$ cat config.mk
export PLATFORM = sky130hd
export DESIGN_NAME = bubble_thermal_ctrl_flat
export DESIGN_NICKNAME = d
export VERILOG_FILES = /design/src/rtl/bubble_thermal_pkg.sv /design/src/rtl/bubble_thermal_if.sv /design/src/rtl/thermal_sec_tick.sv /design/src/rtl/bubble_thermal_ctrl.sv /design/src/flat_wrapper.sv
export SDC_FILE = /design/constraint.sdc
export NUM_CORES = 1
export LEC_CHECK = 0
export ABC_CLOCK_PERIOD_IN_PS = 7150
export CAP_MARGIN = 20
export CORE_ASPECT_RATIO = 1.4
export CORE_MARGIN = 4
export CORE_UTILIZATION = 60
export DETAILED_ROUTE_END_ITERATION = 12
export PLACE_DENSITY_LB_ADDON = 0.2
export SLEW_MARGIN = 20
export SYNTH_ARGS = -nofsm -noshare
export SYNTH_HDL_FRONTEND = slang
export SYNTH_SLANG_ARGS = --single-unit
$ cat constraint.sdc
create_clock -name MCLK -period 7.15 [get_ports MCLK]
set_input_delay 1.43 -clock MCLK [delete_from_list [all_inputs] [get_ports MCLK]]
set_output_delay 1.43 -clock MCLK [all_outputs]
set_load 0.02 [all_outputs]
$ cat src/rtl/bubble_thermal_pkg.sv
// Shared definitions for the BubbleDrive8 thermal controller: FSM encoding,
// TC77 word layout and the fixed-point slope multiply.
package bubble_thermal_pkg;

    localparam int TC_W        = 14;
    localparam int TC_TEMP_MSB = 13;
    localparam int TC_TEMP_LSB = 1;
    localparam int TC_DONE_BIT = 0;
    localparam int TEMP_W      = TC_TEMP_MSB - TC_TEMP_LSB + 1;

    localparam int DEG_LSB    = 16;
    localparam int PROD_W     = 30;
    // 1/16 degC temperature times Q8.8 slope leaves 4 + 8 fraction bits
    localparam int SECS_SHIFT = 12;

    typedef enum logic [3:0] {
        ST_IDLE,
        ST_SEL,
        ST_RT_TICK,
        ST_RT_LOAD,
        ST_RT_WAIT,
        ST_RT_CHK,
        ST_RT_MUL,
        ST_RT_SUM,
        ST_FAILSAFE,
        ST_DLY,
        ST_REL,
        ST_FAN_IDLE,
        ST_FAN_LOAD,
        ST_FAN_WAIT,
        ST_FAN_UPD
    } state_e;

    function automatic logic signed [PROD_W-1:0] q88_mul(
        input logic signed [TEMP_W-1:0] temp,
        input logic        [15:0]       slope
    );
        logic signed [PROD_W-1:0] t_ext;
        logic signed [PROD_W-1:0] s_ext;
        t_ext = PROD_W'(temp);
        s_ext = PROD_W'($signed({1'b0, slope}));
        return t_ext * s_ext;
    endfunction

endpackage

$ cat src/rtl/bubble_thermal_if.sv
// TC77 loader handshake: the controller pulses nLOAD, the loader answers
// with nCOMPLETE low while TEMPDATA holds the sensor word.
interface bubble_thermal_if;
    import bubble_thermal_pkg::*;

    logic            nLOAD;
    logic            nCOMPLETE;
    logic [TC_W-1:0] TEMPDATA;

    modport master (output nLOAD, input nCOMPLETE, input TEMPDATA);
    modport slave  (input nLOAD, output nCOMPLETE, output TEMPDATA);

endinterface

$ cat src/rtl/thermal_sec_tick.sv
// One-second prescaler: emits a single-cycle tick every CLK_HZ cycles and
// restarts its count whenever clr is high.
module thermal_sec_tick #(
    parameter int CLK_HZ = 48_000_000
) (
    input  logic MCLK,
    input  logic nRESET,
    input  logic clr,
    output logic tick
);

    localparam int CW = (CLK_HZ > 1) ? $clog2(CLK_HZ) : 1;

    logic [CW-1:0] cnt;

    // NOTE: registers are written with <= so every flop samples pre-edge values.
    always_ff @(posedge MCLK) begin
        if (!nRESET || clr) begin
            cnt  <= '0;
            tick <= 1'b0;
        end else if (cnt == CW'(CLK_HZ - 1)) begin
            cnt  <= '0;
            tick <= 1'b1;
        end else begin
            cnt  <= cnt + CW'(1);
            tick <= 1'b0;
        end
    end

endmodule

$ cat src/rtl/bubble_thermal_ctrl.sv
// BubbleDrive8 startup-delay and staged fan controller.
// Define BUBBLE_THERMAL_HYST_EN to add turn-off hysteresis to the fan stages.
module bubble_thermal_ctrl
    import bubble_thermal_pkg::*;
#(
    parameter int          CLK_HZ      = 48_000_000,
    parameter int          NUM_FANS    = 2,
    parameter int          DELAY_S0    = 2,
    parameter int          DELAY_S1    = 80,
    parameter int          DELAY_S2    = 260,
    parameter int          INTERCEPT_S = 488,
    parameter logic [15:0] SLOPE_Q88   = 16'h10CD,
    parameter int          SKIP_C      = 29,
    parameter int          MAX_DELAY_S = 600,
    parameter int          CHECK_S     = 20,
    parameter int          FAN_ON_C    = 38,
    parameter int          FAN_STEP_C  = 4,
    parameter int          FAN_HYST_C  = 2,
    parameter int          SENSOR_TO   = 1_000_000,
    parameter int          MAX_RETRY   = 8
) (
    input  logic                MCLK,
    input  logic                nRESET,
    input  logic                nEN,
    input  logic [1:0]          MODE,
    input  logic                FAN_EN,
    input  logic                FORCESTART,
    bubble_thermal_if.master    sensor,
    output logic                nDELAYING,
    output logic                nTEMPLO,
    output logic [NUM_FANS-1:0] nFANEN,
    output logic                nSENSERR,
    output logic [15:0]         DELAY_LEFT
);

    localparam int WAIT_W   = $clog2(SENSOR_TO + 1);
    localparam int CHECK_W  = $clog2(CHECK_S + 1);
    localparam int RETRY_W  = $clog2(MAX_RETRY + 1);
    localparam int SKIP_RAW = SKIP_C * DEG_LSB;
`ifdef BUBBLE_THERMAL_HYST_EN
    // A stage drops out only once T is below threshold minus the band
    localparam int OFF_DROP = FAN_HYST_C * DEG_LSB + 1;
`else
    localparam int OFF_DROP = 0;
`endif

    state_e                    state, next_state;
    logic                      tick, tick_clr;
    logic [1:0]                mode_q;
    logic [TC_W-1:0]           temp_q;
    logic signed [PROD_W-1:0]  prod_q;
    logic [RETRY_W-1:0]        retry_q;
    logic [WAIT_W-1:0]         wait_q;
    logic [CHECK_W-1:0]        check_q;
    logic [15:0]               delay_q;
    logic [NUM_FANS-1:0]       fan_q;
    logic                      serr_q;
    logic                      n_load_q;
    logic                      rel_q;

    logic signed [TEMP_W-1:0]  temp_s;
    logic                      temp_done;
    logic                      wait_expired;
    logic                      retry_last;
    logic                      check_last;
    logic signed [PROD_W-1:0]  secs_full;
    int                        dly_int;
    logic [15:0]               delay_calc;
    logic [NUM_FANS-1:0]       fan_next;

    assign temp_s       = $signed(temp_q[TC_TEMP_MSB:TC_TEMP_LSB]);
    assign temp_done    = temp_q[TC_DONE_BIT];
    assign wait_expired = (wait_q == WAIT_W'(SENSOR_TO - 1));
    assign retry_last   = (retry_q == RETRY_W'(MAX_RETRY - 1));
    assign check_last   = (check_q == CHECK_W'(CHECK_S - 1));

    thermal_sec_tick #(.CLK_HZ(CLK_HZ)) u_tick (
        .MCLK   (MCLK),
        .nRESET (nRESET),
        .clr    (tick_clr),
        .tick   (tick)
    );

    always_ff @(posedge MCLK) begin
        if (!nRESET) state <= ST_IDLE;
        else         state <= next_state;
    end

    // NOTE: every always_comb output gets a default first so no path infers a latch.
    always_comb begin
        next_state = state;
        tick_clr   = 1'b0;
        unique case (state)
            ST_IDLE:     next_state = ST_SEL;
            ST_SEL:      next_state = (mode_q == 2'd3) ? ST_RT_TICK : ST_DLY;
            ST_RT_TICK:  if (tick) next_state = ST_RT_LOAD;
            ST_RT_LOAD:  next_state = ST_RT_WAIT;
            ST_RT_WAIT:  if (!sensor.nCOMPLETE) next_state = ST_RT_CHK;
                         else if (wait_expired) next_state = ST_FAILSAFE;
            ST_RT_CHK:   if (!temp_done)
                             next_state = retry_last ? ST_DLY : ST_RT_TICK;
                         else if (int'(temp_s) > SKIP_RAW)
                             next_state = ST_REL;
                         else
                             next_state = ST_RT_MUL;
            ST_RT_MUL:   next_state = ST_RT_SUM;
            ST_RT_SUM:   next_state = ST_DLY;
            ST_FAILSAFE: next_state = ST_DLY;
            ST_DLY:      if (FORCESTART || delay_q == '0) next_state = ST_REL;
            ST_REL:      next_state = ST_FAN_IDLE;
            ST_FAN_IDLE: if (FAN_EN && tick && check_last) next_state = ST_FAN_LOAD;
            ST_FAN_LOAD: next_state = ST_FAN_WAIT;
            ST_FAN_WAIT: if (!sensor.nCOMPLETE || wait_expired) next_state =
                             sensor.nCOMPLETE ? ST_FAN_IDLE : ST_FAN_UPD;
            ST_FAN_UPD:  next_state = ST_FAN_IDLE;
            default:     next_state = ST_IDLE;
        endcase
        if (nEN) next_state = ST_IDLE;
        // Prescaler restarts on every state entry and while fan checks are paused
        tick_clr = (next_state != state) || (state == ST_FAN_IDLE && !FAN_EN);
    end

    always_comb begin
        secs_full = prod_q >>> SECS_SHIFT;
        dly_int   = INTERCEPT_S - int'(secs_full);
        if (dly_int < 0)                dly_int = 0;
        else if (dly_int > MAX_DELAY_S) dly_int = MAX_DELAY_S;
        delay_calc = 16'(dly_int);

        fan_next = fan_q;
        for (int k = 0; k < NUM_FANS; k++) begin
            int thr;
            thr = (FAN_ON_C + k * FAN_STEP_C) * DEG_LSB;
            if (int'(temp_s) > thr)                  fan_next[k] = 1'b0;
            else if (int'(temp_s) <= thr - OFF_DROP) fan_next[k] = 1'b1;
        end
    end

    always_ff @(posedge MCLK) begin
        if (!nRESET || nEN) begin
            mode_q   <= '0;
            temp_q   <= '0;
            prod_q   <= '0;
            retry_q  <= '0;
            wait_q   <= '0;
            check_q  <= '0;
            delay_q  <= '0;
            fan_q    <= '1;
            serr_q   <= 1'b1;
            n_load_q <= 1'b1;
            rel_q    <= 1'b0;
        end else begin
            n_load_q <= !(next_state == ST_RT_LOAD || next_state == ST_FAN_LOAD);
            rel_q    <= (next_state inside {ST_REL, ST_FAN_IDLE, ST_FAN_LOAD,
                                            ST_FAN_WAIT, ST_FAN_UPD});

            if (state == ST_RT_WAIT || state == ST_FAN_WAIT) wait_q <= wait_q + WAIT_W'(1);
            else                                             wait_q <= '0;

            if (state != ST_FAN_IDLE || !FAN_EN) check_q <= '0;
            else if (tick)                       check_q <= check_q + CHECK_W'(1);

            if ((state == ST_RT_WAIT || state == ST_FAN_WAIT) && !sensor.nCOMPLETE)
                temp_q <= sensor.TEMPDATA;

            unique case (state)
                ST_IDLE: begin
                    mode_q  <= MODE;
                    retry_q <= '0;
                end
                ST_SEL: begin
                    case (mode_q)
                        2'd0:    delay_q <= 16'(DELAY_S0);
                        2'd1:    delay_q <= 16'(DELAY_S1);
                        2'd2:    delay_q <= 16'(DELAY_S2);
                        default: delay_q <= '0;
                    endcase
                end
                ST_RT_CHK: begin
                    if (!temp_done) begin
                        retry_q <= retry_q + RETRY_W'(1);
                        if (retry_last) delay_q <= 16'(DELAY_S2);
                    end
                end
                ST_RT_MUL: prod_q  <= q88_mul(temp_s, SLOPE_Q88);
                ST_RT_SUM: delay_q <= delay_calc;
                ST_FAILSAFE: begin
                    serr_q  <= 1'b0;
                    delay_q <= 16'(DELAY_S2);
                end
                ST_DLY: begin
                    if (FORCESTART)                 delay_q <= '0;
                    else if (tick && delay_q != '0) delay_q <= delay_q - 16'd1;
                end
                ST_FAN_WAIT: begin
                    if (sensor.nCOMPLETE && wait_expired) begin
                        serr_q <= 1'b0;
                        fan_q  <= '0;
                    end
                end
                ST_FAN_UPD: if (temp_done) fan_q <= fan_next;
                default: ;
            endcase
        end
    end

    assign sensor.nLOAD = n_load_q;
    assign nDELAYING    = rel_q;
    assign nTEMPLO      = rel_q;
    assign nFANEN       = fan_q;
    assign nSENSERR     = serr_q;
    assign DELAY_LEFT   = delay_q;

endmodule

$ cat src/flat_wrapper.sv
// flat-port wrapper written by rule: the top's interface ports become plain ports
module bubble_thermal_ctrl_flat import bubble_thermal_pkg::*;
#(
    parameter int          CLK_HZ      = 48_000_000,
    parameter int          NUM_FANS    = 2,
    parameter int          DELAY_S0    = 2,
    parameter int          DELAY_S1    = 80,
    parameter int          DELAY_S2    = 260,
    parameter int          INTERCEPT_S = 488,
    parameter logic [15:0] SLOPE_Q88   = 16'h10CD,
    parameter int          SKIP_C      = 29,
    parameter int          MAX_DELAY_S = 600,
    parameter int          CHECK_S     = 20,
    parameter int          FAN_ON_C    = 38,
    parameter int          FAN_STEP_C  = 4,
    parameter int          FAN_HYST_C  = 2,
    parameter int          SENSOR_TO   = 1_000_000,
    parameter int          MAX_RETRY   = 8
)
  (MCLK, nRESET, nEN, MODE, FAN_EN, FORCESTART, nDELAYING, nTEMPLO, nFANEN, nSENSERR, DELAY_LEFT, sensor_nLOAD, sensor_nCOMPLETE, sensor_TEMPDATA);
  bubble_thermal_if sensor_i ();
  input  logic MCLK;
  input  logic nRESET;
  input  logic nEN;
  input  logic [1:0] MODE;
  input  logic FAN_EN;
  input  logic FORCESTART;
  output logic nDELAYING;
  output logic nTEMPLO;
  output logic [NUM_FANS-1:0] nFANEN;
  output logic nSENSERR;
  output logic [15:0] DELAY_LEFT;
  output wire logic [$bits(sensor_i.nLOAD)-1:0] sensor_nLOAD;
  input wire logic [$bits(sensor_i.nCOMPLETE)-1:0] sensor_nCOMPLETE;
  input wire logic [$bits(sensor_i.TEMPDATA)-1:0] sensor_TEMPDATA;
  assign sensor_nLOAD = sensor_i.nLOAD;
  assign sensor_i.nCOMPLETE = sensor_nCOMPLETE;
  assign sensor_i.TEMPDATA = sensor_TEMPDATA;
  bubble_thermal_ctrl #(.CLK_HZ(CLK_HZ), .NUM_FANS(NUM_FANS), .DELAY_S0(DELAY_S0), .DELAY_S1(DELAY_S1), .DELAY_S2(DELAY_S2), .INTERCEPT_S(INTERCEPT_S), .SLOPE_Q88(SLOPE_Q88), .SKIP_C(SKIP_C), .MAX_DELAY_S(MAX_DELAY_S), .CHECK_S(CHECK_S), .FAN_ON_C(FAN_ON_C), .FAN_STEP_C(FAN_STEP_C), .FAN_HYST_C(FAN_HYST_C), .SENSOR_TO(SENSOR_TO), .MAX_RETRY(MAX_RETRY)) u_core (.MCLK(MCLK), .nRESET(nRESET), .nEN(nEN), .MODE(MODE), .FAN_EN(FAN_EN), .FORCESTART(FORCESTART), .sensor(sensor_i), .nDELAYING(nDELAYING), .nTEMPLO(nTEMPLO), .nFANEN(nFANEN), .nSENSERR(nSENSERR), .DELAY_LEFT(DELAY_LEFT));
endmodule
==> key figures, run 1 <==
Status
  • Status: finished, final reports clean

Clock network
  • Clock-pin slew on the worst setup and hold paths: 0.08 ns
  • Post-CTS Hold Buffers: 0
  • Number of H-tree levels: 3
  • Post-CTS Setup Bufs: 0
  • Sink Count: 112
  • Clock Tree Root: clkbuf_16
  • Post_cts resized: 0
  • Clock Latency Late Sink: 0.36 ns
  • Clk buf depth: 2
  • TritonCTS Buffers: 9
  • TritonCTS clock tree: done

Critical path
  • Crit path top cell by count: fa_1
  • Critical R2R Capture: u_core.prod_q[22]$_SDFFE_PP0P_
  • Arrival time worst endpoint: around 5.7 ns
  • Crit path from: u_core.temp_q[6]$_SDFFE_PP0P_
  • Reg2Reg Depth: 15
  • Critical path depth: 15
  • Reg2Reg Launch Point: u_core.temp_q[6]$_SDFFE_PP0P_
  • Worst setup path end: u_core.prod_q[22]$_SDFFE_PP0P_
  • Slowest-stage cell, CP: fa_1
  • Critical Path Max Stage Delay: 0.59 ns
  • Cell Chain, Critical Path: inv_1, ha_1, fa_1, fa_1, fa_1, fa_1, fa_1, ha_1, nand2_1, o21a_1, o21a_1, a211oi_1, o21bai_1, a2111o_1, nand3_1
  • CP startpoint kind: register
  • CP required: 7.45 ns
  • Critical Path Fanout Max: 6
  • Worst path top cell family by delay: adder cells
  • Worst Path Class, Setup: register to register
  • Flop2flop setup slack: 1.70 ns
  • CP endpoint kind: register
  • WP buf/inv: 1

Final layout
  • Final Instance Area: 0.00988 sq mm
  • Syn-to-layout area delta: 9.29%
  • Layout cells sized above 1: 3.31%
  • Nets: ~1300
  • Post-layout util: 67.5%
  • ANT cells: 0
  • Filler cell count: 1253
  • Fin cells: around 1300

Yosys
  • Post-synth top area share: 24.8%
  • YS warnings: 0
  • Netlist area before placement: 0.00904 sq mm
  • Syn_area_per_cell: 8.50 sq um
  • #FFs+latches synth: roughly 110
  • Synth cell types: between 70 and 80
  • Count leader, synth: ha_1
  • Gate Count Post-Synth: 1063
  • Synth area leader: dfxtp_1
  • Primary FF master, synth: dfxtp_1
  • Mapped Nets: between 1000 and 1500
  • Post-synth EDFFs: 0
  • Sequential share of the synthesized area: 24.8%
  • Synth cell count leaders: ha_1, dfxtp_1, nor2_1, inv_1, nand2_1
  • Synth async-reset ratio: 0%
  • Top post-synthesis cells by area: dfxtp_1, ha_1, fa_1

Place
  • PortBufs: 43
  • HPWL after DPL: 16400 um
  • GPL Wtd Cong: 0.902
  • Area after DPL: approximately 0.0096 sq mm
  • DP Cell Count: 1259

Hold path
  • Worst Hold Class: register to register

Floorplanning
  • Core box area: 0.0146 sq mm
  • Full die area: 0.0171 sq mm
  • DIE WIDTH: 112 um
  • Cell Rows: 52
  • Initial Util: 61.7%
  • IO Pins: 44
  • Die height: 153 um

Power and ir drop
  • Max IR drop VDD: 0.146 mV
  • LEAKAGE: about 4.2 nW
  • Cell Pwr Density: 123 mW/mm^2

Routing
  • DR DRC count: 0
  • Final ANT Viol Nets: 0
  • First drt pass iteration count: 5
  • First-iteration detailed-routing DRC count: between 500 and 600
  • Total Routed Length: between 20000 and 25000 um
  • Total number of vias: 7758
  • Vias per Instance: 6.08
  • DR WL/cell: between 15 and 20 um

Timing
  • Post-Route Setup TNS: 0 ns
  • Setup Viol. Count Final: 0
  • RSZ-0062 raised after global routing: no
  • Relative slew slack: 32.2%
  • Min Hold Slack: 0.473 ns
  • Clk_skew: 0.0112 ns
  • Fin crit share: 76.2%
  • Fin. max-slew vios: 0
  • Final min period: ~5.4 ns
  • Worst-Margin Slew: 1.01 ns
  • Hold Violations, Final: 0
  • Max Freq: about 180 MHz

Global routing
  • Pin count of the biggest net entering global routing: 44
  • Initial antenna violation count: 0
  • Congestion Overflow GR: 0
  • Total Routing Usage GR: 25.0%
  • Vias in the first global route: between 7000 and 8000
  • Global-route wire length before repair: 35600 um

Flow run
  • Max_cap viols: 0
[cell usage in the layout, fill, tap and decap left out, drive strengths merged, types with 11 or more instances in the layout]
master,synthesis,routed
o21ai,43,43
a21oi,49,49
mux2i,19,19
a211oi,11,11
nand4,24,24
dfxtp,112,112
nor2,97,97
a31oi,12,12
nand3,57,57
inv,83,85
and3,12,12
nor3,28,28
or3,13,13
nor4,34,34
ha,129,129
clkdlybuf4s50,0,43
nand2,66,66
xor2,26,26
xnor2,40,40
fa,32,32
[routing by layer]
layer	vias to the layer above	GRT usage (%)	share of wire, %
met5	-	0	0
met4	0	12.0	3.9
met3	56	3.09	2.8
met2	152	46.5	52
met1	3703	27.7	41
li1	3847	-	-
[registers in the layout, summed over array words and instances (netlist names)]
name                 count
u_core.mode_q            2
u_core.nFANEN            2
u_core.nSENSERR          1
u_core.retry_q           4
u_core.temp_q           14
u_core.prod_q           15
u_core.state             4
u_core.sensor.nLOAD      1
u_core.u_tick.cnt       26
u_core.DELAY_LEFT       16
u_core.nDELAYING         1
u_core.check_q           5
u_core.u_tick.tick       1
u_core.wait_q           20
[report_power, final]
| part | switching, W | leakage [nW] | internal (W) |
|---|---|---|---|
| Clock | 0.000248 | 0.138 | 0.000245 |
| Sequential | 0.00000747 | 0.903 | 0.000627 |
| Combinational | 0.0000548 | 3.18 | 0.0000352 |
[through the flow]
stage	power, W	setup slack, ns
2_1_floorplan	0.000704	2.15
3_3_place_gp	0.000737	1.92
3_5_place_dp	0.000737	1.80
4_1_cts	0.00123	1.71
5_1_grt	0.00126	1.39
6_report	0.00122	1.70
[kinds of logic after synthesis]
family                   after synthesis  share of synthesized area (%)
AND/OR/NAND/NOR                      393                           22.7
AO/OA/AOI/OAI                        186                           13.6
XOR/XNOR                              66                           6.40
buffers and inverters                126                           5.41
multiplexers                          19                           2.10
adder cells (fa/ha/maj)              161                           24.9
flip-flops                           112                           24.8
[final cells by class]
| type | instances | area [sq um] | area share [%] |
|---|---|---|---|
| sequential | 112 | 2240 | 22.7 |
| multi-input combinational | 825 | 6310 | 63.9 |
| timing repair buffer | 50 | 483 | 4.89 |
| clock buffer | 10 | 229 | 2.32 |
| tap | 189 | 236 | 2.39 |
| clock inverter | 6 | 61.3 | 0.621 |
| inverter | 83 | 312 | 3.15 |
[how the worst min path moves through the flow]
stage                                        to                        start  slack, ns  cells after the start
finish              u_core.wait_q[0]$_SDFF_PP0_  u_core.wait_q[0]$_SDFF_PP0_       0.47                      1
CTS                 u_core.wait_q[0]$_SDFF_PP0_  u_core.wait_q[0]$_SDFF_PP0_       0.48                      1
detailed placement  u_core.wait_q[0]$_SDFF_PP0_  u_core.wait_q[0]$_SDFF_PP0_       0.46                      1
global placement    u_core.wait_q[0]$_SDFF_PP0_  u_core.wait_q[0]$_SDFF_PP0_       0.45                      1
floorplan           u_core.wait_q[0]$_SDFF_PP0_  u_core.wait_q[0]$_SDFF_PP0_       0.43                      1
global route        u_core.wait_q[0]$_SDFF_PP0_  u_core.wait_q[0]$_SDFF_PP0_       0.52                      1
(Power assumes the default switching activity.)
==> inputs of run 2 (changes only) <==
- ABC_CLOCK_PERIOD_IN_PS: 7150 -> 5240
- clock period: 7.15 -> 5.24 ns (I/O delays scaled with it)
==> run 2 against run 1 <==
  * Final cell count grew 1.3%
  * First-iteration DRC count shrank 3.2%
  * Critical endpoint unchanged
  * Non-clock buffer count grew 16
  * Combinational power grew 37%
  * Worst hold slack lost 0.0023 ns
  * Critical path depth grew 3
  * Total power grew 37%
  * Routed wire length grew 1.3%
  * Sequential share of layout area shrank 0.34 points
  * Core utilization grew 1.0 points
  * Largest cell class unchanged
  * Via count grew 0.80%
==> key figures, run 2 (same netlist as run 1, synthesis figures left out) <==
Final layout
  • Most flops, register: u_core.u_tick.cnt
  • Number of flip-flops in the largest register: 26
  • Filler cell count: approximately 1200
  • Nets: 1280
  • ANT cells: 0
  • Commonest cells after routing, fill and taps aside: ha_1, dfxtp_1, nor2_1
  • Layout cells sized above 1: approximately 5.4%
  • Area used by multi-input combinational logic: 0.00635 sq mm
  • Syn-to-layout area delta: 11.0%
  • Final Instance Area: 0.0100 sq mm
  • Register Area: 0.00224 sq mm
  • Most common cell after layout, fill and taps aside: ha_1

Global routing
  • GR Util met1: 29.0%
  • Vias in the first global route: 7586
  • Congestion Overflow GR: 0
  • Met2 usage: 46.5%
  • GRT Max-Usage Layer: met2
  • Pin count of the biggest net entering global routing: 28
  • Initial antenna violation count: 0
  • Met3 usage: under 10%
  • Total Routing Usage GR: approximately a quarter
  • Global-route wire length before repair: 35900 um

Routing
  • Vias per Instance: 6.06
  • DR DRC count: 0
  • DR WL/cell: 16.6 um
  • Final ANT Viol Nets: 0
  • First-iteration detailed-routing DRC count: 552
  • Total number of vias: 7820
  • Total Routed Length: 21500 um
  • First drt pass iteration count: 5

Clock network
  • Clock Tree Root: clkbuf_16
  • Clock-pin slew on the worst setup and hold paths: 0.08 ns
  • TritonCTS Buffers: 9
  • Number of H-tree levels: 3
  • TritonCTS clock tree: done
  • Clk buf depth: 2
  • Post-CTS Setup Bufs: 0
  • Sink Count: 112
  • Clock Latency Late Sink: 0.36 ns

Critical path
  • Worst Path Class, Setup: register to register
  • Crit path from: u_core.temp_q[9]$_SDFFE_PP0P_
  • Critical Path Fanout Max: 6
  • Critical R2R Capture: u_core.prod_q[22]$_SDFFE_PP0P_
  • CP required: roughly 5.5 ns
  • CP endpoint kind: register
  • Arrival time worst endpoint: ~5.3 ns
  • Reg2Reg Depth: 18
  • CP startpoint kind: register
  • Flop2flop setup slack: 0.21 ns
  • Reg2Reg Launch Point: u_core.temp_q[9]$_SDFFE_PP0P_
  • Worst setup path end: u_core.prod_q[22]$_SDFFE_PP0P_

Timing
  • Relative slew slack: about a third
  • Final min period: 5.03 ns
  • Clk_skew: about 0.010 ns
  • Setup Viol. Count Final: 0
  • Post-Route Setup TNS: 0 ns
  • Hold Violations, Final: 0
  • Max Freq: 199 MHz
  • Fin crit share: 96.0%
  • Fin. max-slew vios: 0
  • Worst-Margin Slew: a little under 1 ns
  • Worst setup margin: 0.210 ns
  • Min Hold Slack: 0.471 ns

Hold path
  • Worst Hold Class: register to register

Status
  • Status: finished, final reports clean

Place
  • PortBufs: 43
  • Area after DPL: 0.00970 sq mm
  • HPWL after DPL: 16600 um
  • Pre-CTS setup slack: -0.0125 ns
  • GPL Wtd Cong: 0.898

Flow run
  • Max_cap viols: 0

Floorplanning
  • Cell Rows: 52
  • Die height: between 150 and 200 um
  • Initial Util: 61.7%
  • IO Pins: 44
  • DIE WIDTH: between 100 and 150 um
  • Core box area: 0.0146 sq mm
  • Full die area: 0.0171 sq mm

Power and ir drop
  • Cell Pwr Density: 166 mW/mm^2
  • LEAKAGE: 4.29 nW
  • Max IR drop VDD: 0.183 mV
-- run 2: cell types whose count changed in the layout (fill, tap and decap cells not counted), sizes merged --
cell,change
buf,+16
-- run 2: timing repair --
item | 4_1_cts | 5_1_grt
hold buffers | 0 | 0
pin swaps | 0 | 2
setup endpoints to repair | 2 | 9
resized for setup | 2 | 8
-- run 2: layout make-up --
cell class / instances / share of cell area, %
timing repair buffer: 66 / 6.01
clock buffer: 10 / 2.28
clock inverter: 6 / 0.611
sequential: 112 / 22.4
tap: 189 / 2.36
inverter: 83 / 3.11
multi-input combinational: 825 / 63.3
-- run 2: how the worst min path moves through the flow --
stage	to	slack (ns)	startpoint	cells past startpoint
6_report	u_core.wait_q[0]$_SDFF_PP0_	0.47	u_core.wait_q[0]$_SDFF_PP0_	1
3_3_place_gp	u_core.wait_q[0]$_SDFF_PP0_	0.45	u_core.wait_q[0]$_SDFF_PP0_	1
3_5_place_dp	u_core.wait_q[0]$_SDFF_PP0_	0.45	u_core.wait_q[0]$_SDFF_PP0_	1
2_1_floorplan	u_core.wait_q[0]$_SDFF_PP0_	0.43	u_core.wait_q[0]$_SDFF_PP0_	1
5_1_grt	u_core.wait_q[0]$_SDFF_PP0_	0.49	u_core.wait_q[0]$_SDFF_PP0_	1
4_1_cts	u_core.wait_q[0]$_SDFF_PP0_	0.47	u_core.wait_q[0]$_SDFF_PP0_	1
-- run 2: critical path: stages (launching register included) --
cell      delay (ns)
dfxtp_1         0.43
inv_1           0.11
ha_1            0.30
inv_1           0.07
ha_1            0.28
inv_1           0.05
fa_1            0.53
inv_1           0.06
fa_1            0.45
fa_1            0.59
fa_1            0.49
ha_4            0.32
nand2_1         0.05
o21a_1          0.19
o21a_1          0.17
a211oi_2        0.30
o21bai_2        0.13
a2111o_1        0.37
nand3_1         0.07
-- run 2: power breakdown --
| group | internal, W | switching [W] |
|---|---|---|
| clock network | 0.000334 | 0.000342 |
| logic | 0.0000492 | 0.0000737 |
| registers | 0.000856 | 0.0000104 |
-- run 2: per-layer routing --
layer / part of all wire [%] / wire length, um
met1: 41 / 8740
met2: 54 / 11600
met3: 2.7 / 590
met4: 2.7 / 578
met5: 0 / 0
-- run 2: metrics by stage --
step	util, %	std cells	power (W)
after floorplan	-	1063	0.000961
after global placement	66.3	1275	0.00101
after detailed placement	66.3	1275	0.00101
after CTS	68.3	1291	0.00168
after global routing	68.5	1291	0.00172
final	68.5	1291	0.00167
==> inputs of run 3 (changes only) <==
- CTS_BUF_LIST: unset -> sky130_fd_sc_hd__clkbuf_2
- SETUP_SLACK_MARGIN: unset -> 0.02
==> run 3 against run 2 <==
  * Final area shrank 1.7%
  * Via count shrank 0.14%
  * Critical path depth shrank 3
  * Routed wire length shrank 1.3%
  * Sequential share of layout area grew 0.42 points
  * Die area is the same
  * Clock skew grew 0.040 ns
  * Clock power shrank 42%
  * Sequential cell count is the same
  * Clock-buffer cell count is the same
  * Register-to-register slack gained 0.02 ns
==> key figures, run 3 (same netlist as run 1, synthesis figures left out) <==
Status
  • Status: finished, final reports clean

Clock network
  • Clock-pin slew on the worst setup and hold paths: approximately 0.33 ns
  • Clock Tree Root: clkbuf_2
  • Number of H-tree levels: 3
  • Post-CTS Setup Bufs: 0
  • Clk buf depth: 2
  • Sink Count: 112
  • TritonCTS Buffers: 9
  • TritonCTS clock tree: done
  • Clock Latency Late Sink: 0.66 ns

Timing
  • Hold Violations, Final: 0
  • Final min period: 5.01 ns
  • Max Freq: 200 MHz
  • RSZ-0062 raised after global routing: no
  • Worst-Margin Slew: approximately 0.95 ns
  • Clk_skew: 0.0507 ns
  • Worst setup margin: around 0.23 ns
  • Fin. max-slew vios: 0
  • Relative slew slack: between 30% and 40%
  • Fin crit share: 95.6%
  • Setup Viol. Count Final: 0

Global routing
  • Pin count of the biggest net entering global routing: 28
  • Congestion Overflow GR: 0
  • Vias in the first global route: 7513
  • Initial antenna violation count: 1
  • Total Routing Usage GR: around a quarter
  • Global-route wire length before repair: 35500 um

Routing
  • First-iteration detailed-routing DRC count: 521
  • Routed met1 length: 8750 um
  • Final ANT Viol Nets: 0
  • Total number of vias: 7809
  • Vias per Instance: 6.04
  • Total Routed Length: 21200 um
  • DR WL met2: 11300 um
  • DR DRC count: 0
  • Top sig layer: met4
  • First drt pass iteration count: 5
  • DR WL met3: between 500 and 600 um
  • DR WL/cell: 16.4 um

Critical path
  • Worst Path Class, Setup: register to register
  • CP required: 5.84 ns
  • CP endpoint kind: register
  • CP startpoint kind: register
  • Arrival time worst endpoint: 5.61 ns
  • Reg2Reg Launch Point: u_core.temp_q[6]$_SDFFE_PP0P_
  • Crit path from: u_core.temp_q[6]$_SDFFE_PP0P_
  • Critical Path Fanout Max: 6

Flow run
  • Max_cap viols: 0

Hold path
  • Min-delay src: u_core.wait_q[0]$_SDFF_PP0_
  • Worst Hold Class: register to register

Final layout
  • Commonest cells after routing, fill and taps aside: ha_1, dfxtp_1, nor2_1
  • Number of flip-flops in the largest register: 26
  • Most common cell after layout, fill and taps aside: ha_1
  • Most flops, register: u_core.u_tick.cnt
  • Syn-to-layout area delta: 9.08%
  • Filler cell count: 1241
  • Nets: 1280
  • Layout cells sized above 1: approximately 5.7%

Floorplanning
  • Cell Rows: 52
  • DIE WIDTH: 112 um
  • Core box area: roughly 0.015 sq mm
  • Initial Util: 61.7%
  • Die height: 153 um
  • Full die area: 0.0171 sq mm
  • IO Pins: 44

Power and ir drop
  • Clk pwr share: 28.2%
  • Sw Pwr: around 0.0004 W
  • Part of the power in registers: 63.0%
  • Power Internal: 0.000988 W
  • Total power: between 0.001 and 0.0015 W
  • Sw frac: 28.7%
  • Max IR drop VDD: 0.0972 mV
  • Combinational share of power: 8.8%
  • LEAKAGE: 4.23 nW
  • Cell Pwr Density: 141 mW/mm^2

Place
  • Pre-CTS setup slack: -0.0125 ns
  • HPWL after DPL: 16600 um
  • PortBufs: 43
  • GPL Wtd Cong: 0.898
==> run 3: worst paths after layout <==
check | to | slack (ns) | cells after the start
worst max register to register | u_core.prod_q[22]$_SDFFE_PP0P_ | 0.23 | 15
worst max-delay path | u_core.prod_q[22]$_SDFFE_PP0P_ | 0.23 | 15
worst min register to register | u_core.wait_q[0]$_SDFF_PP0_ | 0.50 | 1
worst min-delay path | u_core.wait_q[0]$_SDFF_PP0_ | 0.50 | 1
==> run 3: routing by layer <==
metal | up-vias | track usage (%)
li1 | 3880 | -
met1 | 3738 | 29.0
met2 | 145 | 45.6
met3 | 46 | 2.61
met4 | 0 | 9.97
met5 | - | 0
==> run 3: layout make-up <==
class | instances | area, sq um | share of cell area [%]
clock buffer | 10 | 50.0 | 0.508
tap | 189 | 236 | 2.40
multi-input combinational | 825 | 6350 | 64.4
sequential | 112 | 2250 | 22.8
antenna | 1 | 2.50 | 0.0254
inverter | 83 | 312 | 3.16
clock inverter | 6 | 61.3 | 0.622
timing repair buffer | 66 | 603 | 6.12
==> run 3: metrics by stage <==
stage,instances,setup TNS [ns],cell area [sq um],util (%),hold WS (ns)
floorplan,1063,0,9040,-,0.430
global placement,1275,0,9700,66.3,0.447
detailed placement,1275,-0.0125,9700,66.3,0.453
CTS,1291,0,9830,67.1,0.501
global route,1292,0,9860,67.4,0.521
finish,1292,0,9860,67.4,0.502
==> run 3: power by group through the flow <==
stage | combinational, W | sequential [W] | clock, W
final | 0.000122 | 0.000872 | 0.000391
after global routing | 0.000133 | 0.000875 | 0.000435
after CTS | 0.000122 | 0.000872 | 0.000398
after detailed placement | 0.000122 | 0.000886 | 0
after global placement | 0.000121 | 0.000886 | 0
after floorplan | 0.0000782 | 0.000883 | 0
==> run 3: timing repair <==
item | in CTS | in global routing
resized for setup | 3 | 10
setup endpoints to repair | 5 | 9
hold buffers | 0 | 0
pin swaps | 0 | 3
==> run 3: worst max-delay path, stage by stage, from the launching register on <==
cell	delay (ns)
dfxtp_2	0.40
inv_1	0.05
ha_1	0.34
fa_1	0.56
fa_1	0.45
fa_1	0.57
fa_1	0.47
fa_1	0.52
ha_4	0.32
nand2_1	0.05
o21a_1	0.19
o21a_1	0.18
a211oi_2	0.27
o21bai_1	0.15
a2111o_1	0.38
nand3_1	0.08
